--- config.mk ---
export PLATFORM = sky130hd
export DESIGN_NAME = wb_to_obi_bridge
export DESIGN_NICKNAME = d
export VERILOG_FILES = /design/src/rtl/obi_pkg.sv /design/src/rtl/obi_timeout_ctr.sv /design/src/rtl/wb_to_obi_bridge.sv
export SDC_FILE = /design/constraint.sdc
export NUM_CORES = 1
export LEC_CHECK = 0
export CAP_MARGIN = 20
export CORE_ASPECT_RATIO = 1.1
export CORE_UTILIZATION = 38
export CTS_BUF_LIST = sky130_fd_sc_hd__clkbuf_8
export CTS_CLUSTER_SIZE = 28
export DETAILED_ROUTE_END_ITERATION = 8
export PLACE_DENSITY_LB_ADDON = 0.15
export SETUP_SLACK_MARGIN = 0.02
export SYNTH_ARGS = -nofsm -noshare
export SYNTH_HDL_FRONTEND = slang
export SYNTH_SLANG_ARGS = --single-unit
--- constraint.sdc ---
create_clock -name clk_i -period 2.05 [get_ports clk_i]
set_input_delay 0.205 -clock clk_i [delete_from_list [all_inputs] [get_ports clk_i]]
set_output_delay 0.205 -clock clk_i [all_outputs]
set_load 0.01 [all_outputs]
--- src/rtl/obi_pkg.sv ---
// Shared types and helpers for the Wishbone-to-OBI bridge.
//   bridge_state_e : bridge FSM states
//   obi_aph_t      : registered OBI address phase (addr, we, be, wdata)
//   be_width()     : byte-enable width for a given data width
//   timer_width()  : counter width able to hold a given timeout value
package obi_pkg;

  localparam int OBI_ADDR_W = 32;
  localparam int OBI_DATA_W = 32;

  function automatic int be_width(input int data_w);
    return data_w / 8;
  endfunction

  function automatic int timer_width(input int timeout_cycles);
    return (timeout_cycles > 0) ? $clog2(timeout_cycles + 1) : 1;
  endfunction

  localparam int OBI_BE_W = be_width(OBI_DATA_W);

  typedef enum logic [2:0] {
    IDLE,
    REQ,
    RESP,
    ACK,
    DRAIN
  } bridge_state_e;

  // Address-phase fields are sized for the Caravel user bus; the bridge
  // width parameters default to these and are expected to match them.
  typedef struct packed {
    logic [OBI_ADDR_W-1:0] addr;
    logic                  we;
    logic [OBI_BE_W-1:0]   be;
    logic [OBI_DATA_W-1:0] wdata;
  } obi_aph_t;

endpackage

--- src/rtl/obi_timeout_ctr.sv ---
// Timeout up-counter for the bridge.
//   i_clk, i_rst_n : clock, synchronous active-low reset
//   i_clr          : restart the count from zero (wins over i_en)
//   i_en           : count this cycle
//   o_expired      : high in the enabled cycle in which the count reaches
//                    TIMEOUT_CYCLES; tied low when TIMEOUT_CYCLES = 0
module obi_timeout_ctr
  import obi_pkg::*;
#(
  parameter int TIMEOUT_CYCLES = 256
) (
  input  logic i_clk,
  input  logic i_rst_n,
  input  logic i_clr,
  input  logic i_en,
  output logic o_expired
);

  if (TIMEOUT_CYCLES > 0) begin : g_timer
    localparam int               CNT_W = timer_width(TIMEOUT_CYCLES);
    localparam logic [CNT_W-1:0] LIMIT = CNT_W'(TIMEOUT_CYCLES);

    logic [CNT_W-1:0] r_count;
    logic [CNT_W-1:0] w_count_inc;

    assign w_count_inc = r_count + 1'b1;
    assign o_expired   = i_en && (w_count_inc == LIMIT);

    // NOTE: reset is sampled only at the clock edge (synchronous), and all
    // clocked state uses non-blocking assignments so every register sees
    // the pre-edge values of the others.
    always_ff @(posedge i_clk) begin
      if (!i_rst_n) begin
        r_count <= '0;
      end else if (i_clr) begin
        r_count <= '0;
      end else if (i_en && !o_expired) begin
        r_count <= w_count_inc;
      end
    end
  end else begin : g_no_timer
    logic w_unused;
    assign w_unused  = ^{i_clk, i_rst_n, i_clr, i_en};
    assign o_expired = 1'b0;
  end

endmodule

--- src/rtl/wb_to_obi_bridge.sv ---
// Wishbone-classic slave to OBI master bridge, one transaction at a time.
//   clk_i, rst_ni          : clock, synchronous active-low reset
//   wbs_*_i / wbs_*_o      : WB slave side; ack/err are one-cycle pulses,
//                            wbs_dat_o is the registered read data
//   req_o, gnt_i           : OBI address-phase handshake
//   addr_o/we_o/be_o/wdata_o : registered OBI address phase
//   rvalid_i/rdata_i/err_i : OBI response phase
//   busy_o                 : high whenever the FSM is not in IDLE
//   timeout_o              : one-cycle pulse when the timer fires
module wb_to_obi_bridge
  import obi_pkg::*;
#(
  parameter int       ADDR_W         = OBI_ADDR_W,
  parameter int       DATA_W         = OBI_DATA_W,
  parameter int       TIMEOUT_CYCLES = 256,
  parameter bit       ERR_EN         = 1'b1,
  localparam int      BE_W           = be_width(DATA_W)
) (
  input  logic              clk_i,
  input  logic              rst_ni,
  input  logic              wbs_cyc_i,
  input  logic              wbs_stb_i,
  input  logic              wbs_we_i,
  input  logic [BE_W-1:0]   wbs_sel_i,
  input  logic [ADDR_W-1:0] wbs_adr_i,
  input  logic [DATA_W-1:0] wbs_dat_i,
  output logic              wbs_ack_o,
  output logic              wbs_err_o,
  output logic [DATA_W-1:0] wbs_dat_o,
  output logic              req_o,
  input  logic              gnt_i,
  output logic [ADDR_W-1:0] addr_o,
  output logic              we_o,
  output logic [BE_W-1:0]   be_o,
  output logic [DATA_W-1:0] wdata_o,
  input  logic              rvalid_i,
  input  logic [DATA_W-1:0] rdata_i,
  input  logic              err_i,
  output logic              busy_o,
  output logic              timeout_o
);

  bridge_state_e     r_state;
  bridge_state_e     w_state_next;
  obi_aph_t          r_aph;
  logic [DATA_W-1:0] r_rdata;
  logic              r_abort;     // WB master left the cycle; suppress response
  logic              r_err;       // captured err_i or forced timeout error
  logic              r_timeout;
  logic              r_to_drain;  // RESP timed out: a late rvalid must be eaten

  logic w_accept;
  logic w_fire;
  logic w_timer_clr;
  logic w_timer_en;
  logic w_expired;
  logic w_resp;
  logic w_resp_err;

  assign w_accept   = (r_state == IDLE) && wbs_cyc_i && wbs_stb_i;
  assign w_timer_en = (r_state == REQ) || (r_state == RESP) || (r_state == DRAIN);

  obi_timeout_ctr #(
    .TIMEOUT_CYCLES(TIMEOUT_CYCLES)
  ) u_timeout_ctr (
    .i_clk    (clk_i),
    .i_rst_n  (rst_ni),
    .i_clr    (w_timer_clr),
    .i_en     (w_timer_en),
    .o_expired(w_expired)
  );

  // Handshake events are tested before the timer so that a grant or a
  // response arriving in the expiry cycle still completes normally.
  always_comb begin
    // NOTE: every signal driven here gets a default first, so no path
    // through the case leaves it unassigned and no latch is inferred.
    w_state_next = r_state;
    w_fire       = 1'b0;
    w_timer_clr  = 1'b0;
    unique case (r_state)
      IDLE: begin
        if (w_accept) begin
          w_state_next = REQ;
          w_timer_clr  = 1'b1;
        end
      end
      REQ: begin
        if (gnt_i) begin
          w_state_next = RESP;
          w_timer_clr  = 1'b1;
        end else if (w_expired) begin
          w_state_next = ACK;
          w_fire       = 1'b1;
          w_timer_clr  = 1'b1;
        end
      end
      RESP: begin
        if (rvalid_i) begin
          w_state_next = ACK;
        end else if (w_expired) begin
          w_state_next = ACK;
          w_fire       = 1'b1;
          w_timer_clr  = 1'b1;  // DRAIN gets a fresh timeout window
        end
      end
      ACK: begin
        w_state_next = r_to_drain ? DRAIN : IDLE;
      end
      DRAIN: begin
        if (rvalid_i) begin
          w_state_next = IDLE;
        end else if (w_expired) begin
          w_state_next = IDLE;
          w_fire       = 1'b1;
        end
      end
      default: w_state_next = IDLE;
    endcase
  end

  always_ff @(posedge clk_i) begin
    if (!rst_ni) begin
      r_state    <= IDLE;
      r_aph      <= '0;
      r_rdata    <= '0;
      r_abort    <= 1'b0;
      r_err      <= 1'b0;
      r_timeout  <= 1'b0;
      r_to_drain <= 1'b0;
    end else begin
      r_state   <= w_state_next;
      r_timeout <= w_fire;

      if (w_accept) begin
        r_aph.addr  <= wbs_adr_i;
        r_aph.we    <= wbs_we_i;
        r_aph.be    <= wbs_sel_i;
        r_aph.wdata <= wbs_dat_i;
        r_abort     <= 1'b0;
        r_err       <= 1'b0;
        r_to_drain  <= 1'b0;
      end

      // The OBI side always finishes; only the WB response is dropped.
      if (((r_state == REQ) || (r_state == RESP)) && !wbs_cyc_i) begin
        r_abort <= 1'b1;
      end

      if ((r_state == RESP) && rvalid_i) begin
        r_err <= err_i;
        if (!r_aph.we) begin
          r_rdata <= rdata_i;
        end
      end else if (w_fire && (r_state != DRAIN)) begin
        r_err      <= 1'b1;
        r_to_drain <= (r_state == RESP);
        // Without error signalling a timed-out read is acked with zero data.
        if (!ERR_EN && !r_aph.we) begin
          r_rdata <= '0;
        end
      end
    end
  end

  assign w_resp     = (r_state == ACK) && !r_abort;
  assign w_resp_err = r_err && ERR_EN;

  assign wbs_ack_o = w_resp && !w_resp_err;
  assign wbs_err_o = w_resp && w_resp_err;
  assign wbs_dat_o = r_rdata;
  assign req_o     = (r_state == REQ);
  assign addr_o    = r_aph.addr;
  assign we_o      = r_aph.we;
  assign be_o      = r_aph.be;
  assign wdata_o   = r_aph.wdata;
  assign busy_o    = (r_state != IDLE);
  assign timeout_o = r_timeout;

endmodule

=== Word level (Yosys, flattened, before mapping) ===
Index checks and enable logic that the tools add are counted.

* Flip-flop bits (word level): 117
* Bits in latches: 0
* Bits in writable memories: 0
* ROM bits: 0
* Input port bits: 108
* Output and inout bits: 106
* Word-level logic and storage cells: 68
* Memories: 0

* $add $sub $neg: 1
* Multipliers: 0
* Divide/modulo/power cells: 0
* Order comparisons: 0
* Equal/unequal tests: 8
* Shift-type cells: 0
* Muxes and demuxes: 22
* Bitwise logic cells: 2
* Reduce and logical (&&, ||, !) cells: 24

{| class="wikitable"
|+ Operators with widths
! operator !! count
|-
| $mux W3 || 7
|-
| $pmux W3 S5 || 1
|-
| $mux W1 || 12
|-
| $logic_and A1 B1 Y1 || 10
|-
| $add A9 B1 Y9 const B || 1
|-
| $eq A9 B9 Y1 const B || 1
|-
| $eq A3 B2 Y1 const B || 2
|-
| $reduce_bool A3 Y1 || 2
|-
| $logic_not A1 Y1 || 4
|-
| $reduce_and A2 Y1 || 2
|-
| $reduce_or A2 Y1 || 2
|-
| $eq A3 B1 Y1 const B || 1
|-
| $eq A3 B3 Y1 const B || 1
|-
| $logic_not A3 Y1 || 1
|-
| $ne A3 B2 Y1 const B || 1
|-
| $ne A3 B3 Y1 const B || 1
|-
| $pmux W1 S3 || 1
|-
| $logic_or A1 B1 Y1 || 2
|-
| $ne A2 B2 Y1 const B || 1
|-
| $not A1 Y1 || 2
|-
| $pmux W1 S2 || 1
|-
| $reduce_bool A2 Y1 || 1
|}

=== Logic depth before layout (Yosys ltp) ===
Gate-level depths: netlist (run 1).

* Depth after elaboration: 10
* Depth in mapped cells: 7
* Mapped depth without buffers: 6

=== Modules after synthesis ===
Synthesis (run 1) repeated with hierarchy kept, for this count alone.

* Cells, all modules: 589
* Area total of the unflattened synthesis: 4822.1 µm²

{| class="wikitable"
|+ Modules (own cells, without submodules)
! module !! times used !! cells an instance !! area an instance (µm²) !! seq. area each (µm²)
|-
| wb_to_obi_bridge || 1 || 517 || 4237.8 || 2162.1
|-
| obi_timeout_ctr || 1 || 72 || 584.3 || 180.2
|}

=== Worst setup path before layout (run 1) ===
No wires, ideal clock.

* Path kind: flip-flop to flip-flop
* Start: register u_timeout_ctr.g_timer.r_count[3]
* End: register u_timeout_ctr.g_timer.r_count[0]
* Library setup time: 0.131 ns
* Data arrival time: 1.771 ns
* Required time: 1.919 ns
* Setup slack: 0.147 ns
* Cell stages (with the launch flop): 6
* Buffers on the path: 0
* Clock period less this slack: 1.903 ns
* Path through: dfxtp_1 or4_4 nor4_4 nor2_2 o311ai_4 nor2_1

* Cells in the longest elaborated chain, start to end: 7
* Elaborated cells on any way between the ends: 10
* Those cells by class: 1 x add/sub; 1 x eq/ne; 4 x mux; 4 x reduce/logical

{| class="wikitable"
|+ Ends and longest elaborated chain
! what !! line !! RTL
|-
| start: declaration || obi_timeout_ctr.sv:23 || <nowiki>logic [CNT_W-1:0] r_count;</nowiki>
|-
| start signal: assignment || obi_timeout_ctr.sv:38 || <nowiki>r_count <= w_count_inc;</nowiki>
|-
| $add A9 B1 Y9 (*) || obi_timeout_ctr.sv:26 || <nowiki>assign w_count_inc = r_count + 1'b1;</nowiki>
|-
| $eq A9 B9 Y1 (*) || obi_timeout_ctr.sv:27 || <nowiki>assign o_expired = i_en && (w_count_inc == LIMIT);</nowiki>
|-
| $logic_and A1 B1 Y1 (*) || obi_timeout_ctr.sv:27 ||
|-
| $mux W1 || wb_to_obi_bridge.sv:92, wb_to_obi_bridge.sv:101 ||
|-
| $mux W1, on equally long branches || wb_to_obi_bridge.sv:99, wb_to_obi_bridge.sv:89 ||
|-
| $pmux W1 S3 || wb_to_obi_bridge.sv:81 || <nowiki>unique case (r_state)</nowiki>
|-
| $reduce_or A2 Y1 (no line) || - ||
|}

Every way passes the cells marked *; elsewhere a longest branch is shown, timed or not.
A chain may end at the register's enable or synchronous reset.

=== Worst setup path after layout (run 1) ===
* Start: register u_timeout_ctr.g_timer.r_count[0]
* End: register u_timeout_ctr.g_timer.r_count[8]

* Cells in the longest elaborated chain, start to end: 7
* Elaborated cells on any way between the ends: 10
* Those cells by class: 1 x add/sub; 1 x eq/ne; 4 x mux; 4 x reduce/logical

{| class="wikitable"
|+ Ends and longest elaborated chain
! what !! line
|-
| $add A9 B1 Y9 (*) || obi_timeout_ctr.sv:26
|-
| $eq A9 B9 Y1 || obi_timeout_ctr.sv:27
|-
| $logic_and A1 B1 Y1 || obi_timeout_ctr.sv:27
|-
| $mux W1 || wb_to_obi_bridge.sv:92, wb_to_obi_bridge.sv:101
|-
| $mux W1, on equally long branches || wb_to_obi_bridge.sv:99, wb_to_obi_bridge.sv:89
|-
| $pmux W1 S3 || wb_to_obi_bridge.sv:81
|-
| $reduce_or A2 Y1 (no line) || -
|}

Marked as above.

==> results.toml, run 1 <==
[run_status]
status = "finished clean"

[sta]
finalClockSkew_ns = 0.0102
fmaxAchievable_ghz = 0.523
final.setup.worst_slack_ns = 0.137
setup_viol = 0
min_period_ns = 1.91
drv_slew = 0
relSlewSlack = 0.568
tns_ns = 0
rsz0062_at_grt = "no"
tightest_slew_ns = 0.649
fin_crit_sh = 0.933
finalHoldViolCount = 0

[cells_and_area]
final_cell_mix = "nand2_1, clkdlybuf4s50_1, dfxtp_1"
area_growth_pct = 59.2
final_common_cell = "nand2_1"
drive_gt1_frac = 0.0776
fin_nets = 870
n_antenna_cell = 0

[clock_tree]
tritoncts = "done"
cts_sinks = 117
cts_buffers = 17
clk_latency_ns = 0.43
clockBufferDepth = 2
ctsHoldBuffers = 0
cts-htree-levels = 4
path_clk_slew_ns = 0.06
clock_tree.root_cell = "clkbuf_8"

[place]
gp_congestion = 0.786
detailed_place_hpwl_um = 9170
port_buffers = 213
dpl_worst_slack_ns = 0.00211

[global_routing]
grt_usage = 0.210
grt_max_degree = 62
grt_pass1_vias = 4285
antenna_found_initial = 0
overflow = 0
grt_pass1_wl_um = 20700

[synthesis]
synth_top_family_by_area = "simple AND/OR/NAND/NOR gates"
syn_inst = 550
synth_fa_ha_area_frac = 0.00270
synth_compound_area_frac = 0.199
synth-edff-count = 0
synth_area_sq_mm = 0.00463
synth_largest_area_cell = "dfxtp_1"
synthMuxAreaShare = 0.00433
ys_seq_area_frac = 0.506
ys_ff_latch = 117
ys.warnings.count = 0
netlist_top_cells_area = "dfxtp_1, nand2_1, a21boi_0, clkbuf_1, xnor2_1"
yosysTopAreaCellShare = 0.506
synth_simple_gate_area_frac = 0.242
synth-xor-area-share = 0.0133
synth_ff_type = "dfxtp_1"
syn-num-nets = 659
yosysUniqueCellTypes = 45
syn_avg_cell_area_sq_um = 8.41
synthArstFlopShare = 0

[power_and_ir_drop]
powerDensity_mw_per_mm2 = 677
ir_drop_mv = 0.542
p_leak_nw = 2.64

[worst_setup_path]
cp_slowest_cell = "or4_1"
arrival_ns = 2.28
crit_cells = 6
slowest_delay_ns = 0.52
crit_path_cell_trace = "ha_2, nand4b_1, nor3b_4, or2_2, or4_1, a21oi_1"
reg2reg_slack_ns = 0.14
crit_path_end = "u_timeout_ctr.g_timer.r_count[8]"
rr_startpoint = "u_timeout_ctr.g_timer.r_count[0]"
reg2reg_to = "u_timeout_ctr.g_timer.r_count[8]"
crit_path_start_kind = "register"
cp.required_ns = 2.42
critPathTopFamily = "simple AND/OR/NAND/NOR gates"
cp-end-kind = "register"
cp_num_buf_inv = 0
critPathKind = "register to register"
critPathLaunch = "u_timeout_ctr.g_timer.r_count[0]"
rr_worst_depth = 6
cp_max_fo = 7

[detailed_routing]
antenna_left = 0
first_pass_iters = 4
viasPerCell = 4.78
drt_iter0_markers = 134
routed_wl_um = 12900
vias = 4409
drc = 0
wl_per_cell_um = 14.0

[min_path]
hold_path_class = "input pin to register"

[floorplan]
top_level_ports = 214
row_count = 41
die_h_um = 118
die_area_sq_mm = 0.0126
core_area_sq_mm = 0.0116
floorplan.initialDensity = 0.397
die_w_um = 107

[job]
max_cap_violations = 0
registers in the layout, indices dropped and copies added, names as in the netlist:
register / cells
addr_o: 32
wbs_dat_o: 32
wdata_o: 32
u_timeout_ctr.g_timer.r_count: 9
be_o: 4
r_state: 3
r_abort: 1
r_err: 1
r_to_drain: 1
timeout_o: 1
we_o: 1
cell type report:
type	count	area [sq um]
fillers	971	4280
flip-flops and latches	117	2350
repair buffers	230	2320
multi-input cells	393	2150
clock buffers	21	289
well taps	150	188
clock inverters	10	67.6
inverters	2	7.51
logic make-up (layout without fill, tap and decap cells):
| logic type | after synthesis | after routing |
|---|---|---|
| muxes | 2 | 2 |
| buffers and inverters | 40 | 263 |
| DFF | 117 | 117 |
| and+or+nand+nor | 259 | 259 |
| xor gates and xnor gates | 7 | 7 |
| adders and majority gates | 1 | 1 |
| AOI/OAI and AO/OA | 124 | 124 |
cells in the mapped netlist, types with 3 or more instances:
cell,count
nand3_1,3
clkbuf_1,36
nor4b_1,3
a21oi_1,6
nor2_1,13
a21boi_0,101
or2_2,3
dfxtp_1,117
nor3b_1,3
nand2_1,209
nor3_1,4
o21ai_0,6
xnor2_1,6
routing by layer:
| layer | vias to the layer above | part of all wire | GRT usage |
|---|---|---|---|
| met1 | 2007 | 0.41 | 0.228 |
| met3 | 18 | 0.096 | 0.0958 |
| met4 | 0 | 0.018 | 0.0916 |
| met5 | - | 0 | 0 |
| li1 | 2225 | - | - |
| met2 | 159 | 0.48 | 0.348 |
worst min path at each step:
stage,from,endpoint,slack (ns),cells after the start
2_1_floorplan,wbs_adr_i[0],addr_o[0],0.35,2
3_3_place_gp,wbs_dat_o[21],wbs_dat_o[21],0.45,2
4_1_cts,rst_ni,wdata_o[28],0.17,2
3_5_place_dp,wdata_o[24],wdata_o[24],0.46,2
6_report,rst_ni,wdata_o[20],0.20,2
5_1_grt,rst_ni,wdata_o[20],0.18,2
metrics by stage:
| step | util | cells | hold WS (ns) | instance area (sq um) | power (W) |
|---|---|---|---|---|---|
| after floorplan | - | 550 | 0.350 | 4630 | 0.00269 |
| after global placement | 0.598 | 890 | 0.448 | 6970 | 0.00311 |
| after detailed placement | 0.598 | 890 | 0.456 | 6970 | 0.00312 |
| after CTS | 0.629 | 921 | 0.169 | 7330 | 0.00505 |
| after global routing | 0.632 | 923 | 0.182 | 7360 | 0.00522 |
| final | 0.632 | 923 | 0.196 | 7360 | 0.00499 |
worst reg2reg max path: cells and delay by family (launching register included):
kind                     cells  cell delay [ns]
adder cells (fa/ha/maj)      1             0.21
AND/OR/NAND/NOR              4             1.17
AO/OA/AOI/OAI                1             0.14
flip-flops                   1             0.33
repair_timing:
| action | CTS | global route |
|---|---|---|
| setup buffers | 0 | 2 |
| pin swaps | 1 | 2 |
| endpoints found under the setup margin | 9 | 11 |
| cloned | 0 | 0 |
| gates resized for setup | 6 | 3 |
report_power, final:
| part | internal, W | total, W | switching (W) |
|---|---|---|---|
| clock network | 0.00105 | 0.00191 | 0.000864 |
| logic | 0.000413 | 0.000676 | 0.000263 |
| registers | 0.00235 | 0.00240 | 0.0000467 |
No activity file was read; power rests on OpenSTA's default activity.
==> run 2, diff against run 1 <==
--- a/config.mk
+++ b/config.mk
@@ -7,6 +7,7 @@
 export LEC_CHECK = 0
 export CAP_MARGIN = 20
 export CORE_ASPECT_RATIO = 1.1
+export CORE_MARGIN = 2
 export CORE_UTILIZATION = 38
 export CTS_BUF_LIST = sky130_fd_sc_hd__clkbuf_8
 export CTS_CLUSTER_SIZE = 28
==> results.toml, run 2 (synthesis gave the netlist of run 1 again) <==
[power_and_ir_drop]
ir_drop_mv = 0.362
p_seq_frac = 0.450
switching_share = 0.247
powerDensity_mw_per_mm2 = 711
internal_power_w = 0.00401
clockPowerShare = 0.422
comb_power_share = 0.128
p_leak_nw = 2.63
total_power_w = 0.00532
p_sw_w = 0.00131

[global_routing]
antenna_found_initial = 0
grt_max_degree = 76
grt_usage = 0.202
grt_pass1_wl_um = 20700
grt_pass1_vias = 4446
overflow = 0

[worst_setup_path]
critPathTopFamily = "buffers and inverters"
crit_path_cell_trace = "buf_4, nor3b_2, clkdlybuf4s50_1"
arrival_ns = 1.77
slowest_delay_ns = 0.58
crit_cells = 3
critPathLaunch = "r_state[0]"
cp.required_ns = 1.85
cp-end-kind = "output pin"
cp_num_buf_inv = 2
crit_path_end = "req_o"
rr_startpoint = "u_timeout_ctr.g_timer.r_count[0]"
rr_worst_depth = 7
reg2reg_to = "u_timeout_ctr.g_timer.r_count[6]"
reg2reg_slack_ns = 0.09
cp_max_fo = 10
critPathKind = "register to output pin"
cp_slowest_cell = "clkdlybuf4s50_1"
crit_path_start_kind = "register"

[floorplan]
core_area_sq_mm = 0.0120
row_count = 42
top_level_ports = 214
die_area_sq_mm = 0.0131
die_h_um = 120
die_w_um = 109
floorplan.initialDensity = 0.386

[cells_and_area]
fin_nets = 875
final_cell_mix = "clkdlybuf4s50_1, nand2_1, dfxtp_1"
fillers = 1030
stdcell_count = 933
final_area_sq_mm = 0.00747
drive_gt1_frac = 0.0924
final_common_cell = "clkdlybuf4s50_1"
area_growth_pct = 61.6
fin_util = 0.624
n_antenna_cell = 0

[place]
port_buffers = 213
gp_congestion = 0.818
post-place-cells = 897
placed_cell_area_sq_mm = 0.00698
detailed_place_hpwl_um = 9280

[detailed_routing]
drc = 0
first_pass_iters = 4
antenna_left = 0
viasPerCell = 4.83
wl_per_cell_um = 14.1
drt_iter0_markers = 211
routed_wl_um = 13200
vias = 4507

[clock_tree]
cts_buffers = 17
clockBufferDepth = 2
clock_tree.root_cell = "clkbuf_8"
ctsHoldBuffers = 0
cts_sinks = 117
path_clk_slew_ns = 0.07
cts-htree-levels = 4
clk_latency_ns = 0.43
tritoncts = "done"

[sta]
min_period_ns = 1.98
whs_ns = 0.133
fmaxAchievable_ghz = 0.506
relSlewSlack = 0.589
finalHoldViolCount = 0
fin_crit_sh = 0.965
finalClockSkew_ns = 0.00715
tightest_slew_ns = 0.616
drv_slew = 0
rsz0062_at_grt = "no"
setup_viol = 0

[min_path]
hold_path_class = "input pin to register"

[run_status]
status = "finished clean"

[job]
max_cap_violations = 0
[run 2: changes by cell type in the layout (fill, tap and decap cells not counted), moves of 3 or more]
cell | previous run | this run
clkbuf_8 | 21 | 18
buf_4 | 12 | 18
clkinvlp_4 | 0 | 6
inv_1 | 8 | 2
clkinv_4 | 0 | 4
clkinv_2 | 3 | 0
[run 2: metrics by stage]
stage               setup WS (ns)  setup TNS [ns]
floorplan                   0.147               0
global placement           0.0882               0
detailed placement        -0.0215         -0.0215
CTS                        0.0420               0
global route               0.0251               0
finish                     0.0725               0
[run 2: final cells by class]
type                            count  area, sq um  share of cell area
Inverter                            2         7.51             0.00100
Sequential cell                   117         2350               0.314
Timing Repair Buffer              235         2340               0.313
Clock buffer                       18          248              0.0331
Tap cell                          154          193              0.0258
Clock inverter                     14          179              0.0239
Multi-Input combinational cell    393         2160               0.289
[run 2: power by group through the flow]
stage	Clock, W	Sequential [W]	Combinational, W
finish	0.00224	0.00239	0.000680
global route	0.00239	0.00240	0.000737
CTS	0.00230	0.00240	0.000685
detailed placement	0	0.00245	0.000672
global placement	0	0.00244	0.000664
floorplan	0	0.00247	0.000211
[run 2: worst register-to-register path, stage by stage (launching register included)]
cell and delay, ns:
dfxtp_1 0.34, ha_1 0.24, nand2_1 0.17, nor4_4 0.10, buf_4 0.17, nor3_4 0.23
or4b_1 0.48, a21oi_1 0.17
[run 2: worst min path at each step]
stage | from | to | slack [ns] | depth (start not counted)
2_1_floorplan | wbs_adr_i[0] | addr_o[0] | 0.35 | 2
3_3_place_gp | wbs_dat_o[29] | wbs_dat_o[29] | 0.45 | 2
3_5_place_dp | addr_o[9] | addr_o[9] | 0.46 | 2
4_1_cts | rst_ni | r_abort | 0.11 | 3
5_1_grt | rst_ni | r_abort | 0.15 | 3
6_report | rst_ni | r_abort | 0.13 | 3
[run 2: routing by layer]
metal / up-vias / share of wire / routed length [um] / track usage
met5: - / 0 / 0 / 0
met4: 0 / 0.015 / 195 / 0.0672
met3: 15 / 0.10 / 1340 / 0.0902
met2: 178 / 0.49 / 6480 / 0.347
met1: 2074 / 0.39 / 5140 / 0.218
li1: 2240 / - / - / -
[run 2: timing repair]
action / CTS / global route
endpoints found under the setup margin: 13 / 9
gates resized for setup: 8 / 1
pin swaps: 1 / 3
setup buffers: 1 / 3
gates cloned: 0 / 0
